## config.mk

```make
export PLATFORM = sky130hd
export DESIGN_NAME = gpu_host_port_arbiter
export DESIGN_NICKNAME = d
export VERILOG_FILES = /design/src/rtl/gpu_host_arb_pkg.sv /design/src/rtl/host_read_tag_pipe.sv /design/src/rtl/gpu_host_port_arbiter.sv
export SDC_FILE = /design/constraint.sdc
export NUM_CORES = 1
export LEC_CHECK = 0
export CELL_PAD_IN_SITES_DETAIL_PLACEMENT = 2
export CELL_PAD_IN_SITES_GLOBAL_PLACEMENT = 2
export CORE_MARGIN = 3
export CORE_UTILIZATION = 24
export CTS_CLUSTER_DIAMETER = 150
export DETAILED_ROUTE_END_ITERATION = 6
export PLACE_DENSITY_LB_ADDON = 0.1
export SLEW_MARGIN = 20
export SYNTH_ARGS = -nofsm -noshare
export SYNTH_HDL_FRONTEND = slang
export SYNTH_SLANG_ARGS = --single-unit
```

## constraint.sdc

```tcl
create_clock -name clk -period 5.55 [get_ports clk]
set_clock_uncertainty 0.2 [all_clocks]
set_input_delay 0.555 -clock clk [delete_from_list [all_inputs] [get_ports clk]]
set_output_delay 0.555 -clock clk [all_outputs]
set_load 0.01 [all_outputs]
```

## src/rtl/gpu_host_arb_pkg.sv

```systemverilog
// Shared types for the GPU RAM host-port arbiter.
//   ADDR_W / DATA_W : default host address and data widths
//   req_id_t        : which requester owns an access (A = Z80 bus, B = blitter)
//   rd_tag_t        : one slot of the in-flight read tracker
package gpu_host_arb_pkg;

  localparam int ADDR_W = 20;
  localparam int DATA_W = 8;

  typedef enum logic {
    REQ_A = 1'b0,
    REQ_B = 1'b1
  } req_id_t;

  typedef struct packed {
    logic    valid;
    req_id_t id;
  } rd_tag_t;

endpackage

```

## src/rtl/host_read_tag_pipe.sv

```systemverilog
// Fixed-length shift register that follows each issued read through the RAM
// read latency, so the returning byte can be steered to its owner.
//   clk, rst : clock, asynchronous active-high reset (clears every slot)
//   tag_i    : tag loaded into slot 0 at each edge
//   tag_o    : oldest slot; valid when ram_rdata belongs to a read
module host_read_tag_pipe
  import gpu_host_arb_pkg::*;
#(
  parameter int DEPTH = 3
) (
  input  logic    clk,
  input  logic    rst,
  input  rd_tag_t tag_i,
  output rd_tag_t tag_o
);

  rd_tag_t pipe_q [DEPTH];

  // NOTE: every slot is reset, not just the data path, because a stale valid
  // bit left over from before reset would fabricate a read response.
  always_ff @(posedge clk or posedge rst) begin
    if (rst) begin
      for (int i = 0; i < DEPTH; i++) pipe_q[i] <= '0;
    end else begin
      // NOTE: non-blocking assignments let every slot sample its neighbour's
      // old value, which is what makes this a shift register and not a wire.
      pipe_q[0] <= tag_i;
      for (int i = 1; i < DEPTH; i++) pipe_q[i] <= pipe_q[i-1];
    end
  end

  assign tag_o = pipe_q[DEPTH-1];

endmodule

```

## src/rtl/gpu_host_port_arbiter.sv

```systemverilog
// Arbitrates the single GPU RAM host port between requester A (Z80 bus) and
// requester B (blitter). The winner is registered onto ram_addr/ram_wdata/
// ram_wena; reads are tracked through a tag pipeline and each returned byte
// is delivered to the requester that issued it.
//   a_req_i/a_wr_i/a_addr_i/a_wdata_i : A request (held until a_ack_o)
//   a_ack_o                           : combinational accept for A
//   a_rd_valid_o/a_rd_data_o          : one-cycle read return to A
//   b_*                               : same set for B
//   ram_addr_o/ram_wdata_o/ram_wena_o : registered RAM host command
//   ram_rdata_i                       : RAM read data, READ_LATENCY after addr
module gpu_host_port_arbiter
  import gpu_host_arb_pkg::*;
#(
  parameter int ADDR_W       = gpu_host_arb_pkg::ADDR_W,
  parameter int DATA_W       = gpu_host_arb_pkg::DATA_W,
  parameter int READ_LATENCY = 2,
  parameter int ARB_MODE     = 0,
  parameter int STARVE_LIMIT = 4
) (
  input  logic              clk,
  input  logic              rst,
  input  logic              a_req_i,
  input  logic              a_wr_i,
  input  logic [ADDR_W-1:0] a_addr_i,
  input  logic [DATA_W-1:0] a_wdata_i,
  output logic              a_ack_o,
  output logic              a_rd_valid_o,
  output logic [DATA_W-1:0] a_rd_data_o,
  input  logic              b_req_i,
  input  logic              b_wr_i,
  input  logic [ADDR_W-1:0] b_addr_i,
  input  logic [DATA_W-1:0] b_wdata_i,
  output logic              b_ack_o,
  output logic              b_rd_valid_o,
  output logic [DATA_W-1:0] b_rd_data_o,
  output logic [ADDR_W-1:0] ram_addr_o,
  output logic [DATA_W-1:0] ram_wdata_o,
  output logic              ram_wena_o,
  input  logic [DATA_W-1:0] ram_rdata_i
);

  localparam logic [3:0] STARVE_MAX = 4'(STARVE_LIMIT);

  req_id_t           last_grant_q, last_grant_d;
  logic [3:0]        starve_cnt_q, starve_cnt_d;
  logic [ADDR_W-1:0] ram_addr_q,   ram_addr_d;
  logic [DATA_W-1:0] ram_wdata_q,  ram_wdata_d;
  logic              ram_wena_q,   ram_wena_d;
  logic              a_rd_valid_q, a_rd_valid_d;
  logic              b_rd_valid_q, b_rd_valid_d;
  logic [DATA_W-1:0] a_rd_data_q,  a_rd_data_d;
  logic [DATA_W-1:0] b_rd_data_q,  b_rd_data_d;

  logic    tie_to_b;
  logic    grant_a, grant_b;
  rd_tag_t tag_in, tag_out;

  // NOTE: every signal gets a default at the top of the block, so no path can
  // leave one unassigned and infer a latch.
  always_comb begin
    // On a tie: round-robin picks whoever did not win last; priority mode
    // picks A unless B has been passed over STARVE_LIMIT times in a row.
    if (ARB_MODE == 0) tie_to_b = (last_grant_q == REQ_A);
    else               tie_to_b = (starve_cnt_q == STARVE_MAX);

    // Acks are suppressed while rst is high so all outputs read 0 in reset.
    grant_a = !rst && a_req_i && (!b_req_i || !tie_to_b);
    grant_b = !rst && b_req_i && (!a_req_i || tie_to_b);

    last_grant_d = last_grant_q;
    if (grant_a)      last_grant_d = REQ_A;
    else if (grant_b) last_grant_d = REQ_B;

    starve_cnt_d = '0;
    if (ARB_MODE == 1 && b_req_i && !grant_b) begin
      starve_cnt_d = starve_cnt_q;
      if (grant_a && starve_cnt_q != STARVE_MAX) starve_cnt_d = starve_cnt_q + 4'd1;
    end

    // Address and data hold when idle; only the write strobe drops.
    ram_addr_d   = ram_addr_q;
    ram_wdata_d  = ram_wdata_q;
    ram_wena_d   = 1'b0;
    tag_in.valid = 1'b0;
    tag_in.id    = REQ_A;
    if (grant_a) begin
      ram_addr_d   = a_addr_i;
      ram_wdata_d  = a_wdata_i;
      ram_wena_d   = a_wr_i;
      tag_in.valid = !a_wr_i;
      tag_in.id    = REQ_A;
    end else if (grant_b) begin
      ram_addr_d   = b_addr_i;
      ram_wdata_d  = b_wdata_i;
      ram_wena_d   = b_wr_i;
      tag_in.valid = !b_wr_i;
      tag_in.id    = REQ_B;
    end

    // The oldest tag lines up with ram_rdata; capture it for its owner.
    a_rd_valid_d = tag_out.valid && (tag_out.id == REQ_A);
    b_rd_valid_d = tag_out.valid && (tag_out.id == REQ_B);
    a_rd_data_d  = a_rd_valid_d ? ram_rdata_i : a_rd_data_q;
    b_rd_data_d  = b_rd_valid_d ? ram_rdata_i : b_rd_data_q;
  end

  always_ff @(posedge clk or posedge rst) begin
    if (rst) begin
      last_grant_q <= REQ_B;
      starve_cnt_q <= '0;
      ram_addr_q   <= '0;
      ram_wdata_q  <= '0;
      ram_wena_q   <= 1'b0;
      a_rd_valid_q <= 1'b0;
      b_rd_valid_q <= 1'b0;
      a_rd_data_q  <= '0;
      b_rd_data_q  <= '0;
    end else begin
      last_grant_q <= last_grant_d;
      starve_cnt_q <= starve_cnt_d;
      ram_addr_q   <= ram_addr_d;
      ram_wdata_q  <= ram_wdata_d;
      ram_wena_q   <= ram_wena_d;
      a_rd_valid_q <= a_rd_valid_d;
      b_rd_valid_q <= b_rd_valid_d;
      a_rd_data_q  <= a_rd_data_d;
      b_rd_data_q  <= b_rd_data_d;
    end
  end

  // Slot 0 is visible with ram_addr; the last slot with ram_rdata.
  host_read_tag_pipe #(
    .DEPTH(READ_LATENCY + 1)
  ) u_tag_pipe (
    .clk  (clk),
    .rst  (rst),
    .tag_i(tag_in),
    .tag_o(tag_out)
  );

  assign a_ack_o      = grant_a;
  assign b_ack_o      = grant_b;
  assign ram_addr_o   = ram_addr_q;
  assign ram_wdata_o  = ram_wdata_q;
  assign ram_wena_o   = ram_wena_q;
  assign a_rd_valid_o = a_rd_valid_q;
  assign b_rd_valid_o = b_rd_valid_q;
  assign a_rd_data_o  = a_rd_data_q;
  assign b_rd_data_o  = b_rd_data_q;

endmodule

```

==> implementation parameters <==
Parameter                              Value

Outcome
  Result of the run    finished, final reports clean

Placement
  Total cell area at the placement stage    3585 um2
  Number of I/O port buffers    between 100 and 150
  Placed wire-length estimate after detailed placement    5299 um
  Weighted congestion at the end of routability-driven global placement    between 0.7 and 0.8

Logic synthesis
  Sequential fraction of the synthesis area    between 50% and 60%
  Main area contributors after synthesis    sky130_fd_sc_hd__dfrtp_1 (57%), sky130_fd_sc_hd__a31oi_1 (7.6%), sky130_fd_sc_hd__mux2_2 (6.8%)
  Net Count, Synth    291
  Per-instance average area after synthesis    10.45 um2
  Area share of the largest cell type after synthesis    a little under three fifths
  Number of enable-type register cells in the synthesized netlist    0
  Instance count of the mapped netlist    221
  Count of distinct cell types in the synthesized netlist    22
  Syn. warnings    0
  Cell taking the most area after synthesis    sky130_fd_sc_hd__dfrtp_1
  Top_reg_cell synth    sky130_fd_sc_hd__dfrtp_1
  Yosys reg bits    54
  Netlist area before placement    2308 um2
  Share of flip-flops with an asynchronous set or reset after synthesis    100.0%

Cells and area
  Commonest non-fill, non-tap cell in the layout    sky130_fd_sc_hd__clkdlybuf4s50_1
  Number of fill cells in the layout    roughly 1100
  Final Instance Area    roughly 3700 um2
  Synthesis-to-layout area growth    59.40%
  Fraction of final layout cells sized beyond drive strength 1    between 9 and 10%
  Post-layout util    between 30 and 40%
  Count of antenna diodes in the layout    0
  Net count reported at finish    roughly 400
  Top library cells by usage in the layout, fill and taps aside    sky130_fd_sc_hd__clkdlybuf4s50_1 (118), sky130_fd_sc_hd__dfrtp_1 (53), sky130_fd_sc_hd__o21ai_0 (30)

Global route
  Global routing usage on met2    24.42%
  Global-route wire length before repair    12540 um
  Number of global-route vias before repair    roughly 2400
  Initial antenna violation count    0
  Global route total overflow    0
  GR Util All Layers    approximately 14%
  Largest net degree at the start of global routing    59
  Global route hottest layer    met2
  Global Route met1 Usage    17.46%
  Met3 usage in global routing    4.655%

Detailed routing
  Detailed-route wire length per cell    16.36 um
  Wirelength, routed    about 7600 um
  Number of antenna-violating nets in the routed design    0
  Remaining DRCs    0
  Via density    around 4.6
  Number of DRC violations after detailed-routing iteration 0    60
  Total via count in the routed design    2114
  Detailed-routing iteration count for the pre-antenna-repair pass    6

STA
  Aggregate negative setup slack    0 ns
  Total count of max-transition violations in the final report    0
  Actual slew at the worst max-slew pin    between 0.7 and 0.8 ns
  Final setup violation count    0
  Min cycle time layout    roughly 3.3 ns
  Number of failing hold endpoints at the final stage    0
  Relative slew slack    approximately half
  Maximum operating frequency    about 0.30 GHz
  Hold WS    between 0.15 and 0.2 ns
  Unrepaired setup endpoints after global routing    false
  Post-route fraction of the period consumed by the critical path    around three fifths

Hold path
  Hold Crit Depth    0
  Path category of the worst min-delay check    reg2reg

Clock tree
  Post-CTS setup buffer count    0
  Post-cts gate resize count    0
  Max Buffers Root-to-Sink    2
  TritonCTS clock tree    done
  H-tree lvl count    2
  Clk_lat worst skew    0.31 ns
  Hold-fix buffers at CTS    0
  Clock buffers created by TritonCTS    5
  Sink Count    54
  Cell at the root of the clock tree    sky130_fd_sc_hd__clkbuf_8
  Clk pin slew, worst setup/hold paths    0.11 ns

Setup path
  Maximum fanout along the worst path    55
  Required @ worst endpoint    roughly 4.8 ns
  Worst Reg-to-Reg Cells    4
  Data arrival time of the critical path    between 2 and 3 ns
  Endpoint kind of the worst setup timing path    output pin
  CP Class    in2out
  CP startpoint kind    primary input

Power
  Internal    753.0 uW
  Leakage power    between 1 and 1.5 nW
  Power dissipated by switching net loads    between 300 and 400 uW
  Sequential share of power    between 40% and 50%
  Proportion of power drawn by the clock network    roughly 22%
  Sum of internal, switching and leakage power    1.075 mW
  Power density over the cells    ~290 nW/um2
  Sw frac    29.94%
  Power share of the combinational group    roughly a third
  Worst IR drop on VDD    0.0001207 V

Floorplan
  Die Height    ~100 um
  Effective utilization at floorplan    24.87%
  Number of top-level design ports    between 100 and 150
  Placeable core region    between 9000 and 10000 um2
  Floorplan die width    approximately 100 um
  Number of cell rows    35
  Area enclosed by the die boundary    10830 um2

Job
  Number of maximum-capacitance constraint violations    0
## cell type report
cell class	instances	area, um2	area share, %
timing repair buffer	123	1219	33.12
clock inverter	3	26.28	0.7140
clock buffer	5	68.82	1.870
inverter	3	11.26	0.3060
sequential	54	1353	36.76
tap	129	161.4	4.386
multi-input combinational	145	840.8	22.85
## Yosys cell counts (3+ instances only)
cell type / count
sky130_fd_sc_hd__a31oi_1: 28
sky130_fd_sc_hd__buf_2: 10
sky130_fd_sc_hd__clkbuf_1: 4
sky130_fd_sc_hd__dfrtp_1: 53
sky130_fd_sc_hd__inv_1: 3
sky130_fd_sc_hd__mux2_2: 14
sky130_fd_sc_hd__nand2_1: 3
sky130_fd_sc_hd__nand2b_1: 3
sky130_fd_sc_hd__nand3_1: 29
sky130_fd_sc_hd__nor2_1: 29
sky130_fd_sc_hd__o21ai_0: 30
## critical path: stages
cell                              delay (ns)
sky130_fd_sc_hd__clkdlybuf4s50_1        0.45
sky130_fd_sc_hd__inv_2                  0.06
sky130_fd_sc_hd__buf_4                  0.58
sky130_fd_sc_hd__nand2_1                0.19
sky130_fd_sc_hd__a21oi_1                0.17
sky130_fd_sc_hd__clkdlybuf4s50_1        0.55
## routing by layer
metal | up-vias | wire length [um]
li1 | 1002 | -
met3 | 4 | 516
met4 | 0 | 55
met2 | 69 | 3704
met1 | 1039 | 3281
met5 | - | 0
## through the flow
step | worst slack [ns] | instances
after floorplan | 2.628 | 221
after detailed placement | 2.162 | 454
final | 2.239 | 462
after global placement | 2.191 | 454
after CTS | 2.159 | 462
after global routing | 1.979 | 462
## registers in the layout (all words and copies together), names as in the netlist, 2 cells and up
register,count
ram_addr_o,20
b_rd_data_o,8
a_rd_data_o,8
u_tag_pipe.tag_o,2
ram_wdata_o,8
u_tag_pipe.pipe_q,4
## path summary, 6_finish.rpt
path                       slack, ns            startpoint                   end
max                             2.24                   rst               b_ack_o
min                             0.16  u_tag_pipe.pipe_q[5]  u_tag_pipe.pipe_q[3]
max reg2reg                     3.40          last_grant_q         ram_addr_o[0]
min reg2reg                     0.16  u_tag_pipe.pipe_q[5]  u_tag_pipe.pipe_q[3]
max in group asynchronous       4.06                   rst        b_rd_data_o[3]
min in group asynchronous       0.61                   rst         ram_addr_o[9]
## logic make-up after synthesis
group | count (synthesis) | share of synthesized area, %
buffers and inverters | 22 | 5.148
AND/OR/NAND/NOR | 67 | 13.17
AO/OA/AOI/OAI | 62 | 15.28
flip-flops | 54 | 58.59
multiplexers | 16 | 7.805
## power by group through the flow
stage	registers, mW	logic, mW	clock network, mW
5_1_grt	0.506	0.372	0.265
3_5_place_dp	0.505	0.347	0
6_report	0.494	0.341	0.240
3_3_place_gp	0.501	0.343	0
2_1_floorplan	0.530	0.106	0
4_1_cts	0.497	0.349	0.251
No activity file was read; power rests on OpenSTA's default activity.
